### src/rtl/filt_y_val.sv
// Admittance-change filter: applies one branch change dY to the Y-memory rows of
// both terminal nodes and hands each updated diagonal/off-diagonal pair downstream.
module filt_y_val (
    input  logic         clock,
    input  logic         reset,
    input  logic         filt_EN,
    input  logic [15:0]  chng_row,
    input  logic [15:0]  chng_col,
    input  logic [23:0]  chng_real,
    input  logic [23:0]  chng_img,
    input  logic [255:0] ymem_data,
    input  logic         yMemDataReady,
    input  logic         exModDone,
    output logic [15:0]  op_y_row,
    output logic [47:0]  op_yVal1,
    output logic [47:0]  op_yVal2,
    output logic         op_EX_EN,
    output logic         op_Done
);

    typedef enum logic [2:0] {
        IDLE  = 3'd0,
        WAIT1 = 3'd1,
        EX1   = 3'd2,
        WAIT2 = 3'd3,
        EX2   = 3'd4,
        DONE  = 3'd5
    } state_t;

    state_t state;

    // Latched change record; data only, so it carries no reset.
    logic        [15:0] row_q;
    logic        [15:0] col_q;
    logic signed [23:0] dre_q;
    logic signed [23:0] dim_q;

    logic        [15:0] key_diag;
    logic        [15:0] key_off;
    logic        [47:0] ent_diag;
    logic        [47:0] ent_off;
    logic        [47:0] val_sum;
    logic        [47:0] val_diff;
    logic               shunt;

    function automatic logic signed [23:0] wrap_add(input logic signed [23:0] a,
                                                    input logic signed [23:0] b);
        return a + b;
    endfunction

    function automatic logic signed [23:0] wrap_sub(input logic signed [23:0] a,
                                                    input logic signed [23:0] b);
        return a - b;
    endfunction

    // First slot (lowest index) whose column field equals key; zero when absent.
    function automatic logic [47:0] lookup(input logic [255:0] word,
                                           input logic [15:0]  key);
        logic [47:0] res;
        logic        found;
        res   = '0;
        found = 1'b0;
        for (int k = 0; k < 4; k++) begin
            if (!found && word[64*k+48 +: 16] == key) begin
                res   = word[64*k +: 48];
                found = 1'b1;
            end
        end
        return res;
    endfunction

    function automatic logic [47:0] apply_dy(input logic [47:0]        entry,
                                             input logic signed [23:0] re,
                                             input logic signed [23:0] im,
                                             input logic               negate);
        logic signed [23:0] e_re;
        logic signed [23:0] e_im;
        logic signed [23:0] r_re;
        logic signed [23:0] r_im;
        e_re = entry[47:24];
        e_im = entry[23:0];
        if (negate) begin
            r_re = wrap_sub(e_re, re);
            r_im = wrap_sub(e_im, im);
        end else begin
            r_re = wrap_add(e_re, re);
            r_im = wrap_add(e_im, im);
        end
        return {r_re, r_im};
    endfunction

    // Second pass looks at row col, so the diagonal/off-diagonal keys swap.
    assign key_diag = (state == WAIT2) ? col_q : row_q;
    assign key_off  = (state == WAIT2) ? row_q : col_q;
    assign ent_diag = lookup(ymem_data, key_diag);
    assign ent_off  = lookup(ymem_data, key_off);
    assign val_sum  = apply_dy(ent_diag, dre_q, dim_q, 1'b0);
    assign val_diff = apply_dy(ent_off,  dre_q, dim_q, 1'b1);
    assign shunt    = (row_q == col_q);

    always_ff @(posedge clock) begin
        if (state == IDLE && filt_EN) begin
            row_q <= chng_row;
            col_q <= chng_col;
            dre_q <= chng_real;
            dim_q <= chng_img;
        end
    end

    always_ff @(posedge clock or posedge reset) begin
        if (reset) begin
            state    <= IDLE;
            op_y_row <= '0;
            op_yVal1 <= '0;
            op_yVal2 <= '0;
            op_EX_EN <= 1'b0;
            op_Done  <= 1'b0;
        end else begin
            case (state)
                IDLE: begin
                    op_Done <= 1'b0;
                    if (filt_EN) begin
                        op_y_row <= chng_row;
                        state    <= WAIT1;
                    end
                end
                WAIT1, WAIT2: begin
                    if (yMemDataReady) begin
                        op_yVal2 <= val_sum;
                        op_yVal1 <= shunt ? val_sum : val_diff;
                        op_EX_EN <= 1'b1;
                        state    <= (state == WAIT1) ? EX1 : EX2;
                    end
                end
                EX1: begin
                    if (exModDone) begin
                        op_EX_EN <= 1'b0;
                        if (shunt) begin
                            op_Done <= 1'b1;
                            state   <= DONE;
                        end else begin
                            op_y_row <= col_q;
                            state    <= WAIT2;
                        end
                    end
                end
                EX2: begin
                    if (exModDone) begin
                        op_EX_EN <= 1'b0;
                        op_Done  <= 1'b1;
                        state    <= DONE;
                    end
                end
                DONE: begin
                    op_Done <= 1'b0;
                    state   <= IDLE;
                end
                default: begin
                    op_EX_EN <= 1'b0;
                    op_Done  <= 1'b0;
                    state    <= IDLE;
                end
            endcase
        end
    end

endmodule

### config.mk
export PLATFORM = sky130hd
export DESIGN_NAME = filt_y_val
export DESIGN_NICKNAME = d
export VERILOG_FILES = /design/src/rtl/filt_y_val.sv
export SDC_FILE = /design/constraint.sdc
export NUM_CORES = 1
export LEC_CHECK = 0
export ABC_AREA = 1
export CORE_MARGIN = 1.5
export CORE_UTILIZATION = 30
export CTS_CLUSTER_SIZE = 25
export DETAILED_ROUTE_END_ITERATION = 16
export GPL_TIMING_DRIVEN = 1
export PLACE_DENSITY = 0.57
export SLEW_MARGIN = 20
export SYNTH_ARGS = -nofsm -noshare
export SYNTH_HDL_FRONTEND = slang
export SYNTH_SLANG_ARGS = --single-unit
### constraint.sdc
create_clock -name clock -period 6.5 [get_ports clock]
set_clock_uncertainty 0.1 [all_clocks]
set_input_delay 1.3 -clock clock [delete_from_list [all_inputs] [get_ports clock]]
set_output_delay 1.3 -clock clock [all_outputs]
set_load 0.05 [all_outputs]
==> results of run 1 <==
sequential cells by signal, indices dropped and copies added (netlist names), 3 cells and up:
| register | cells |
|---|---|
| col_q | 16 |
| op_y_row | 16 |
| op_yVal2 | 48 |
| op_yVal1 | 48 |
| state | 3 |
| dre_q | 24 |
| dim_q | 24 |
| row_q | 16 |
what timing repair did:
item / 4_1_cts / 5_1_grt
resized for setup: 0 / 3
hold buffers: 0 / 0
hold endpoints to repair: 0 / 0
endpoints found under the setup margin: 0 / 5
synthesized netlist by cell type, types with 6 or more instances:
master     count  area share, %
inv_2          9           0.18
dfrtp_1      117             16
a221oi_1      61            2.9
inv_1        302            6.2
nor3_1        16           0.44
a211oi_1      14           0.57
nand2_1      956             20
a31oi_1       32            1.1
buf_6          9           0.55
clkbuf_1      45           0.92
edfxtp_1      80             13
nor4_1        12           0.41
nor2_1       180            3.7
o21a_1        16           0.65
buf_2         30           0.82
nand2_2       21           0.72
o221ai_1       6           0.29
xor2_1        54            2.6
o22ai_1       73            2.5
nand4_1       42            1.4
buf_4          8           0.33
ha_1          92            6.3
a21oi_1      156            4.2
o211ai_1      17           0.69
xnor2_1        8           0.38
o21ai_0      172            4.7
a32oi_1       14           0.67
a21o_1         9           0.37
nand3_1      137            3.7
or2_2         22           0.75
a2bb2oi_1     14           0.67
tightest hold or removal path, delay by kind of cell, from the launching register on:
kind / cells / cell delay [ns]
DFF: 1 / 0.35
and+or+nand+nor: 2 / 0.11
per-layer routing:
metal	track usage (%)	vias to the layer above
li1	-	10300
met1	37.5	9891
met2	43.7	918
met3	3.92	131
met4	10.4	8
met5	0	-
per-stage QoR:
stage	util, %	hold slack (ns)	power [mW]
final	40.7	0.384	8.29
after detailed placement	39.5	0.365	7.09
after CTS	40.6	0.389	8.31
after global routing	40.6	0.406	8.78
after floorplan	-	0.509	5.23
after global placement	39.5	0.364	7.08
logic make-up after synthesis:
logic type / Yosys count / synth area share (%)
AOI/OAI and AO/OA: 605 / 20.3
buffers and inverters: 414 / 9.28
DFF: 197 / 29.0
adders and majority gates: 96 / 6.70
xor gates and xnor gates: 62 / 2.96
and+or+nand+nor: 1409 / 31.8
worst max-delay path by stage:
stage,from,end,slack [ns],depth (start not counted)
finish,state[0],op_yVal1[20],0.58,31
global route,state[0],op_yVal1[20],0.04,30
CTS,state[0],op_yVal1[20],0.40,30
detailed placement,ymem_data[54],op_yVal1[20],0.31,27
global placement,ymem_data[51],op_yVal1[47],0.37,29
floorplan,filt_EN,col_q[0],1.23,2
cell type report:
class                           count  area [um^2]
Inverter                          316         1190
Multi-Input combinational cell   2172        11400
Antenna cell                       17         42.5
Timing Repair Buffer              513         5060
Sequential cell                   197         5330
Clock inverter                     15          206
Tap cell                          782          978
Clock buffer                       17          425
Fill cell                        6273        35900
layout by cell type (no fill, tap or decap), types with 6 or more instances in the layout:
cell type and count:
nor2_4 6, a221oi_1 61, a21o_1 9, dfrtp_1 117, inv_2 10, nand3_1 137
nor3_1 16, a21oi_1 156, nand2_2 21, ha_1 92, a2bb2oi_1 14, a211oi_1 14
o21ai_0 172, a31oi_1 32, o221ai_1 6, o22ai_1 73, clkdlybuf4s50_1 454, nand4_1 42
diode_2 17, nor4_1 12, buf_4 53, edfxtp_1 80, clkbuf_16 17, o211ai_1 17
a32oi_1 14, or2_2 22, o21a_1 16, nor2_1 179, nand2_1 955, xnor2_1 8
inv_1 301, xor2_1 54
power by group through the flow:
stage	Clock [mW]	Sequential [mW]	Combinational, mW
after floorplan	0	3.28	1.95
after detailed placement	0	2.21	4.88
after global placement	0	2.21	4.87
after global routing	1.27	2.24	5.27
final	1.19	2.19	4.92
after CTS	1.23	2.19	4.89
==> flow_metrics.env, run 1 <==
export IMPL_grt_max_degree=73
export IMPL_grt_remaining_overflow=0
export IMPL_wl_met3_um=5550
export IMPL_relSlewSlack_pct=33.1
export IMPL_grt_pass1_wl_um=128000
export IMPL_reg2reg_depth=31
export IMPL_power_density_nw_per_um2=337
export IMPL_wl_met2_um=39700
export IMPL_wirelength_um=87800
export IMPL_hp_class="reg2reg"
export IMPL_vdd_drop_max_mv=0.217
export IMPL_finalSetupViolations=0
export IMPL_place_area_um2=23900
export IMPL_highest_layer="met5"
export IMPL_synth_avg_cell_area_um2=6.60
export IMPL_crit_family="simple AND/OR/NAND/NOR gates"
export IMPL_r2r_setup_slack_ns=0.58
export IMPL_critical_path_class="reg2reg"
export IMPL_cts_tree="built"
export IMPL_async_flop_share_pct=59.4
export IMPL_path_clk_slew_ns=0.09
export IMPL_r2r_end="op_yVal1[20]"
export IMPL_gp_congestion=1.00
export IMPL_mappedNetlistArea_um2=18400
export IMPL_synth_main_ff_cell="dfrtp_1"
export IMPL_fmax_mhz=169
export IMPL_die_w_um=250
export IMPL_grt_use_total_pct=27.4
export IMPL_cp_common_cell="nand2_1"
export IMPL_portBuffers=454
export IMPL_rr_startpoint="state[0]"
export IMPL_critPathRequiredTime_ns=6.77
export IMPL_dp_cells=3980
export IMPL_num_nets_final=3654
export IMPL_drcViolationCount=0
export IMPL_holdPathEnd="op_yVal2[39]"
export IMPL_netSwitchingFraction_pct=52.9
export IMPL_hp_start="op_yVal2[39]"
export IMPL_cap_violations=0
export IMPL_path_max_fanout=48
export IMPL_fp_coreArea_um2=60500
export IMPL_start_kind="register"
export IMPL_combinationalPowerShare_pct=59.3
export IMPL_viasPerCell=5.27
export IMPL_fin_area_um2=24600
export IMPL_min_path_cells=2
export IMPL_final_max_slew_violation_count=0
export IMPL_hold_viol=0
export IMPL_cts_buffers=17
export IMPL_final_cells=4029
export IMPL_cts_sinks=197
export IMPL_power_switching_mw=4.39
export IMPL_drt_pass1_iterations=8
export IMPL_synth_cell_types=58
export IMPL_post_cts_buffers=0
export IMPL_dieArea_um2=62700
export IMPL_setup_tns_ns=0
export IMPL_yosysSeqAreaShare_pct=29.0
export IMPL_synthToLayoutAreaGrowth_pct=33.9
export IMPL_die_h_um=250
export IMPL_grt_pass1_vias=19800
export IMPL_yosys_warnings=0
export IMPL_clk_latency_ns=0.50
export IMPL_slowest_stage="dfrtp_1"
export IMPL_clkPwrFrac_pct=14.3
export IMPL_end_kind="register"
export IMPL_synth_seq_cells=197
export IMPL_wl_per_cell_um=21.8
export IMPL_power_frac_seq_pct=26.4
export IMPL_dr_total_vias=21200
export IMPL_ios=455
export IMPL_crit_path_max_incr_delay_ns=0.80
export IMPL_status="finished clean"
export IMPL_cellInternalPower_mw=3.90
export IMPL_drtIter0Drc=2142
export IMPL_syn_nets=3220
export IMPL_antenna_found_initial=20
export IMPL_drive_gt1_share_pct=5.08
export IMPL_synthesis_instances=2783
export IMPL_critPathArrivalTime_ns=6.20
export IMPL_clock_path_buffers=2
export IMPL_post_place_ws_ns=0.308
export IMPL_period_needed_ns=5.92
export IMPL_antenna_left=0
export IMPL_rsz0062_at_grt="false"
export IMPL_synth_edf_count=80
export IMPL_postLayoutSetupSlackWorst_ns=0.577
export IMPL_cp_buffers_inverters=4
export IMPL_timing_final_crit_share_pct=91.1
export IMPL_dp_hpwl_um=71800
export IMPL_wl_met1_um=39800
export IMPL_cts_max_level=4
export IMPL_root_buffer="clkbuf_16"
export IMPL_fp_row_count=90
export IMPL_p_leak_nw=11.7
export IMPL_worst_slew_pin_slew_ns=1.00
export IMPL_start_util_pct=30.4
Note: power is estimated with default switching activity, not from simulation.
==> run 2: changes to the inputs <==
CELL_PAD_IN_SITES_DETAIL_PLACEMENT = 1   (was not set)
CELL_PAD_IN_SITES_GLOBAL_PLACEMENT = 2   (was not set)
CORE_UTILIZATION = 27   (was 30)
PLACE_DENSITY = 0.86   (was 0.57)
==> run 2 against run 1 <==
Routed wire length increased by 10%. Clock power increased by 5%. Sequential power is essentially flat. Utilization decreased by 4.0 points. Critical path depth down 3. First-iteration DRC count shrank 23%. Die area is 11% higher. Combinational power increased by 2%. Flip-flop and latch count is the same. Setup slack improved by 0.060 ns. Sequential share of layout area is 0.082 points lower. Via count is 2.0% higher.
==> flow_metrics.env, run 2 (synthesis gave the netlist of run 1 again) <==
export IMPL_cts_buffers=17
export IMPL_fillCellCount=8474
export IMPL_viasPerCell=5.27
export IMPL_holdBufCountCts=0
export IMPL_end_kind="register"
export IMPL_drcViolationCount=0
export IMPL_dieArea_um2=69600
export IMPL_wl_per_cell_um=23.5
export IMPL_hp_class="reg2reg"
export IMPL_wirelength_um=96600
export IMPL_hold_viol=0
export IMPL_ios=455
export IMPL_r2r_setup_slack_ns=0.64
export IMPL_p_leak_nw=11.6
export IMPL_die_h_um=264
export IMPL_drtIter0Drc=1642
export IMPL_finalSetupViolations=0
export IMPL_regArea_um2=5330
export IMPL_min_path_cells=2
export IMPL_antenna_left=0
export IMPL_grt_remaining_overflow=0
export IMPL_clock_path_buffers=2
export IMPL_grt_max_degree=60
export IMPL_place_area_um2=24000
export IMPL_path_max_fanout=37
export IMPL_portBuffers=454
export IMPL_grt_pass1_wl_um=143000
export IMPL_grt_use_total_pct=27.4
export IMPL_num_nets_final=3653
export IMPL_fmax_mhz=171
export IMPL_crit_cells=28
export IMPL_hold_ws_ns=0.386
export IMPL_p_total_mw=8.46
export IMPL_rsz0062_at_grt="false"
export IMPL_drt_pass1_iterations=5
export IMPL_synthToLayoutAreaGrowth_pct=34.4
export IMPL_fp_row_count=95
export IMPL_postLayoutSetupSlackWorst_ns=0.638
export IMPL_cp_common_cell="nand2_1"
export IMPL_r2r_end="op_yVal1[20]"
export IMPL_timing_final_crit_share_pct=90.2
export IMPL_period_needed_ns=5.86
export IMPL_root_buffer="clkbuf_16"
export IMPL_dr_total_vias=21700
export IMPL_multi_input_area_um2=11400
export IMPL_post_place_ws_ns=0.265
export IMPL_cts_resized=0
export IMPL_reg2reg_depth=28
export IMPL_die_w_um=264
export IMPL_cp_buffers_inverters=3
export IMPL_fp_coreArea_um2=67300
export IMPL_gp_congestion=1.03
export IMPL_setup_tns_ns=0
export IMPL_critPathRequiredTime_ns=6.79
export IMPL_antenna_found_initial=12
export IMPL_worst_slew_pin_slew_ns=0.957
export IMPL_cts_tree="built"
export IMPL_drive_gt1_share_pct=5.05
export IMPL_vdd_drop_max_mv=0.268
export IMPL_slowest_stage="dfrtp_1"
export IMPL_grt_pass1_vias=22000
export IMPL_final_max_slew_violation_count=0
export IMPL_path_clk_slew_ns=0.10
export IMPL_endpoint="op_yVal1[20]"
export IMPL_hp_start="op_yVal1[44]"
export IMPL_layout_common_cells="955 x nand2_1, 454 x clkdlybuf4s50_1, 301 x inv_1"
export IMPL_relSlewSlack_pct=36.1
export IMPL_cts_max_level=4
export IMPL_rr_startpoint="state[1]"
export IMPL_crit_path_max_incr_delay_ns=0.65
export IMPL_clk_latency_ns=0.51
export IMPL_crit_family="compound AO/OA/AOI/OAI gates"
export IMPL_post_cts_buffers=0
export IMPL_dp_hpwl_um=80100
export IMPL_layout_commonest_cell="nand2_1"
export IMPL_cts_sinks=197
export IMPL_start_util_pct=27.3
export IMPL_top_regs="op_yVal1 (48), op_yVal2 (48)"
export IMPL_critPathArrivalTime_ns=6.15
export IMPL_status="finished clean"
export IMPL_critical_path_class="reg2reg"
export IMPL_cap_violations=0
export IMPL_cp_startpoint="state[1]"
export IMPL_power_density_nw_per_um2=343
export IMPL_fin_area_um2=24700
export IMPL_start_kind="register"
-- run 2: cell type report --
cell class	instances	area share (%)
repair buffers	512	20.4
well taps	873	4.42
clock buffers	17	1.72
flip-flops and latches	197	21.6
clock inverters	15	0.897
multi-input cells	2172	46.0
inverters	316	4.82
diodes	9	0.0912
-- run 2: how the worst min path moves through the flow --
stage,to,slack (ns)
finish,op_yVal1[44],0.39
global route,op_yVal1[18],0.42
CTS,op_yVal1[44],0.39
detailed placement,op_yVal2[21],0.37
global placement,op_yVal2[19],0.36
floorplan,op_y_row[14],0.51
-- run 2: per-stage QoR --
stage | util, % | std cells
2_1_floorplan | - | 2783
3_3_place_gp | 35.7 | 4070
3_5_place_dp | 35.7 | 4070
4_1_cts | 36.7 | 4102
5_1_grt | 36.7 | 4107
6_report | 36.7 | 4111
-- run 2: power by group --
part	internal (mW)	switching [mW]
registers	1.80	0.421
clock network	0.548	0.698
logic	1.58	3.42
total	3.92	4.54
-- run 2: metal layers --
layer  routed length [um]  GRT usage, %  vias to the layer above
li1                     -             -                    10300
met1                43600          36.7                    10500
met2                44300          44.7                      785
met3                 5340          4.06                      145
met4                 3260          9.72                        8
met5                   49             0                        -
-- run 2: tightest hold or removal path, cell delays in order (launching register included) --
cell and delay, ns:
dfrtp_1 0.35, nand2_1 0.05, nand2_1 0.05
==> RTL change 1 (flow settings as in run 2) <==
Reset style: synchronous (`reset`), changed in one clocked block.
--- a/src/rtl/filt_y_val.sv
+++ b/src/rtl/filt_y_val.sv
@@ -108,5 +108,5 @@
     end
 
-    always_ff @(posedge clock or posedge reset) begin
+    always_ff @(posedge clock) begin
         if (reset) begin
             state    <= IDLE;
Formal check against the unedited RTL: differs if reset is asserted again (counterexample within 4 cycles, from zero or initial values and one cycle with reset high); with reset held inactive, the same outputs for 4 cycles.
==> RTL change 1 against run 2 <==
- sequential cell count is the same
- setup slack lost 0.22 ns
- sequential power is 11% lower
- highest routed layer unchanged
- synthesized area is 3.3% lower
- power down 18%
- design area increased by 0.72%
- wire length is 5.5% higher
- critical path type unchanged
==> RTL change 1: results (changes against run 2) <==
[outcome]
status = finished clean  ; unchanged

[global_routing]
antenna_found_initial = 16  ; was 12
grt_start_max_net_pins = 102  ; was 60
grt.total_usage_pct = 29.5  ; was 27.4%
first_global_vias = 22708  ; was 22000
grt_pass1_wl_mm = 147  ; was 143 mm

[drt]
dr.first_iter.drc_count = 1728  ; was 1642
via_per_inst = 5.32  ; was 5.27
avgRoutedWirePerCell_um = 24.5  ; was 23.5 um
postRouteWirelength_mm = 102  ; was 96.6 mm

[timing]
tightest_slew_ns = 1.09  ; was 0.957 ns

[logic_synthesis]
synth.net_count = 3186  ; was 3220
ys_types = 54  ; was 58
synthTopCellsByCount = nand2_1 (852), inv_1 (344), o21ai_0 (222)  ; was nand2_1 (956), inv_1 (302), nor2_1 (180)
synthFlopType = dfxtp_1  ; was dfrtp_1
ys_async_sr_fraction_pct = 0  ; was 59.4%
synth.avg_cell_area_um2 = 6.46  ; was 6.60 um2
yosys-top-cells-area = nand2_1 (18%), edfxtp_1 (14%), dfxtp_1 (13%)  ; was nand2_1 (20%), dfrtp_1 (16%), edfxtp_1 (13%)

[place]
place_inst = 4108  ; was 4070
place_hpwl_mm = 84.3  ; was 80.1 mm
routabilityCongestion = 0.967  ; was 1.03

[final_layout]
drive_gt1_share_pct = 7.64  ; was 5.05%
fin_nets = 3709  ; was 3653

[power_and_ir_drop]
vdd_drop_max_mv = 0.217  ; was 0.268 mV

[worst_setup_path]
reg2reg_slack_ns = 0.41  ; was 0.64 ns
path_max_fanout = 28  ; was 37
max_stage_delay_ns = 0.52  ; was 0.65 ns
cp_slowest_cell = dfxtp_1  ; was dfrtp_1

[worst_hold_path]
hold_class = reg -> reg  ; unchanged

-- RTL change 1: area by class of cell --
type | instances | area (um2)
antenna | 12 | 30.0
clock buffer | 18 | 439
clock inverter | 14 | 171
fill | 8184 | 39800
inverter | 352 | 1320
multi-input combinational | 2086 | 11200
sequential | 197 | 4740
tap | 855 | 1070
timing repair buffer | 618 | 5910
-- RTL change 1: kinds of logic (layout without fill, tap and decap cells) --
| group | after synthesis | after routing | share of synthesized area [%] |
|---|---|---|---|
| xor+xnor | 73 | 73 | 3.60 |
| flops | 197 | 197 | 26.7 |
| fa+ha+maj | 96 | 96 | 6.93 |
| compound gates | 685 | 685 | 23.6 |
| other cells | 0 | 12 | 0 |
| simple gates | 1232 | 1232 | 28.6 |
| buf+inv | 466 | 1002 | 10.6 |
-- RTL change 1: critical path, delay by kind of cell (launching register included) --
family	cells	cell delay, ns
AOI/OAI and AO/OA	7	1.46
adders and majority gates	2	0.62
and+or+nand+nor	14	1.87
DFF	1	0.52
buffers and inverters	8	1.24
xor gates and xnor gates	1	0.16
-- RTL change 1: path summary, 6_finish.rpt --
check | cells past startpoint | endpoint | start
worst max-delay path | 32 | op_yVal1[20] | state[2]
worst min-delay path | 2 | op_EX_EN | op_EX_EN
worst max register to register | 32 | op_yVal1[20] | state[2]
worst min register to register | 2 | op_EX_EN | op_EX_EN
-- RTL change 1: per-stage QoR --
stage / hold WS [ns] / total power [mW] / instance area [um2] / setup slack, ns
3_5_place_dp: 0.370 / 5.72 / 24200 / 0.0614
4_1_cts: 0.380 / 6.91 / 24800 / 0.422
5_1_grt: 0.414 / 7.28 / 24900 / 0.00210
6_report: 0.375 / 6.90 / 24900 / 0.414
3_3_place_gp: 0.354 / 5.65 / 24200 / 0.111
2_1_floorplan: 0.465 / 4.06 / 17800 / 0.518
-- RTL change 1: per-layer routing --
layer	part of all wire, %	global-route usage [%]	vias to the layer above
met5	0.047	0	-
met4	3.6	12.3	8
met3	5.4	3.74	135
met2	47	48.9	798
met1	44	38.6	10785
li1	-	-	10364
-- RTL change 1: where the power goes --
group,internal (mW),switching (mW)
Clock,0.538,0.626
Combinational,1.21,2.55
Sequential,1.65,0.321
Total,3.40,3.50
-- RTL change 1: repair_timing --
action                     CTS  global route
setup endpoints to repair    0             1
hold buffers                 0             0
resized for setup            0             2
==> RTL change 2 (config.mk and constraints of run 2) <==
Without the edit above. The 6 states of `state_t` get a one-hot encoding in 6 bits.
--- a/src/rtl/filt_y_val.sv
+++ b/src/rtl/filt_y_val.sv
@@ -19,11 +19,11 @@
 );
 
-    typedef enum logic [2:0] {
-        IDLE  = 3'd0,
-        WAIT1 = 3'd1,
-        EX1   = 3'd2,
-        WAIT2 = 3'd3,
-        EX2   = 3'd4,
-        DONE  = 3'd5
+    typedef enum logic [5:0] {
+        IDLE  = 6'b000001,
+        WAIT1 = 6'b000010,
+        EX1   = 6'b000100,
+        WAIT2 = 6'b001000,
+        EX2   = 6'b010000,
+        DONE  = 6'b100000
     } state_t;
 
Function: no difference found for any inputs over 4 cycles, from zero or initial values and one cycle with reset high; so few cycles prove little.
==> RTL change 2 against run 2 <==
- combinational power up 15%
- design area is 0.57% higher
- power is 12% higher
- wire length is 2.9% lower
- non-clock buffer count increased by 7
- first-iteration DRC count grew 0.73%
- via count is 0.77% lower
- setup slack improved by 0.042 ns
- synthesized cell count increased by 0.47%
- synthesized area rose by 0.21%
- sequential cell count grew 3
- critical endpoint is now op_yVal1[23]
- highest routed layer unchanged
==> RTL change 2: results (changes against run 2) <==
[logic_synthesis]
ys_seq_area_share_pct = 29.4  ; was 29.0%
ys_async_sr_fraction_pct = 60.0  ; was 59.4%
yosys-top-cells-area = nand2_1 (18%), dfrtp_1 (16%), edfxtp_1 (13%)  ; was nand2_1 (20%), dfrtp_1 (16%), edfxtp_1 (13%)
synthTopCellsByCount = nand2_1 (906), inv_1 (318), nor2_1 (197)  ; was nand2_1 (956), inv_1 (302), nor2_1 (180)
ys_types = 56  ; was 58

[drt]
dr.first_iter.drc_count = 1654  ; was 1642
avgRoutedWirePerCell_um = 22.7  ; was 23.5 um
wl_met1_mm = 40.9  ; was 43.6 mm
via_per_inst = 5.21  ; was 5.27
dr.pass1.iters = 7  ; was 5
wl_met2_mm = 44.1  ; was 44.3 mm
wl_met3_mm = 5.29  ; was 5.34 mm

[power_and_ir_drop]
vdd_drop_max_mv = 0.266  ; was 0.268 mV
p_leak_nw = 11.8  ; was 11.6 nW
swShare_pct = 54.3  ; was 53.6%

[place]
routabilityCongestion = 0.935  ; was 1.03
place_ws_ns = 0.121  ; was 0.265 ns
place_hpwl_mm = 76.5  ; was 80.1 mm

[final_layout]
nFillCells = 8557  ; was 8474
drive_gt1_share_pct = 4.69  ; was 5.05%
fin_nets = 3665  ; was 3653

[worst_setup_path]
cp.arrival_ns = 6.11  ; was 6.15 ns
crit_family = simple AND/OR/NAND/NOR gates  ; was compound AO/OA/AOI/OAI gates
path_max_fanout = 9  ; was 37
max_stage_delay_ns = 0.52  ; was 0.65 ns
cp_slowest_cell = clkdlybuf4s50_1  ; was dfrtp_1

[floorplan]
fp.coreArea_um2 = 67300  ; unchanged

[global_routing]
first_global_vias = 21637  ; was 22000
grt_pass1_wl_mm = 139  ; was 143 mm
antenna_found_initial = 22  ; was 12
grt.total_usage_pct = 26.6  ; was 27.4%

[outcome]
status = finished clean  ; unchanged

[cts]
htreeDepth = 4  ; unchanged

[timing]
tightest_slew_ns = 0.974  ; was 0.957 ns

RTL change 2: changes by cell type in the layout (fill, tap and decap cells not counted), moves of 25 or more:
cell,before,now
o21ai_0,172,135
nand2_1,955,903
a221oi_1,61,36
nand3_1,137,182
nand4_1,42,89
RTL change 2: routing by layer:
| metal | vias to the layer above | global-route usage [%] |
|---|---|---|
| li1 | 10319 | - |
| met1 | 10319 | 34.2 |
| met2 | 695 | 44.2 |
| met3 | 161 | 4.70 |
| met4 | 20 | 10.1 |
| met5 | - | 0 |
RTL change 2: final cells by class:
| cell class | count | share of cell area, % |
|---|---|---|
| well taps | 873 | 4.40 |
| multi-input cells | 2159 | 45.6 |
| diodes | 13 | 0.131 |
| clock inverters | 14 | 0.539 |
| inverters | 331 | 5.01 |
| clock buffers | 18 | 1.77 |
| repair buffers | 519 | 20.8 |
| flip-flops and latches | 200 | 21.8 |
RTL change 2: kinds of logic (layout without fill, tap and decap cells):
group                    after synthesis  count (layout)  synth area share (%)
XOR/XNOR                              70              70                  3.33
adder cells (fa/ha/maj)               96              96                  6.69
other                                  0              13                     0
AND/OR/NAND/NOR                     1455            1455                  33.4
AO/OA/AOI/OAI                        538             538                  18.0
flip-flops                           200             200                  29.4
buffers and inverters                437             882                  9.30
RTL change 2: what timing repair did:
action,in CTS,in global routing
hold buffers,0,0
setup endpoints to repair,0,1
resized for setup,0,1
RTL change 2: power groups by stage:
| stage | combinational (mW) | sequential, mW | clock [mW] |
|---|---|---|---|
| 3_3_place_gp | 5.72 | 2.63 | 0 |
| 4_1_cts | 5.79 | 2.61 | 1.14 |
| 5_1_grt | 6.26 | 2.67 | 1.18 |
| 6_report | 5.77 | 2.61 | 1.12 |
| 2_1_floorplan | 2.53 | 3.55 | 0 |
| 3_5_place_dp | 5.76 | 2.63 | 0 |
RTL change 2: worst reg2reg max path, delay by kind of cell (launching register included):
family	cells	cell delay [ns]
buffers and inverters	7	1.05
flip-flops	1	0.41
AND/OR/NAND/NOR	20	2.51
adder cells (fa/ha/maj)	1	0.28
AO/OA/AOI/OAI	6	1.38
RTL change 2: stage by stage:
stage | std cells | instance area (um2)
2_1_floorplan | 2796 | 18400
3_3_place_gp | 4082 | 24200
3_5_place_dp | 4082 | 24200
4_1_cts | 4114 | 24800
5_1_grt | 4123 | 24800
6_report | 4127 | 24800
RTL change 2: final timing paths:
check                               from  depth (start not counted)      endpoint  slack, ns
max in group asynchronous          reset                          3      state[0]       4.01
hold / removal              op_yVal2[16]                          2  op_yVal2[16]       0.39
hold reg to reg             op_yVal2[16]                          2  op_yVal2[16]       0.39
setup reg to reg                state[5]                         34  op_yVal1[23]       0.69
min in group asynchronous          reset                          2  op_yVal2[13]       1.23
setup / recovery           ymem_data[55]                         31  op_yVal1[23]       0.68
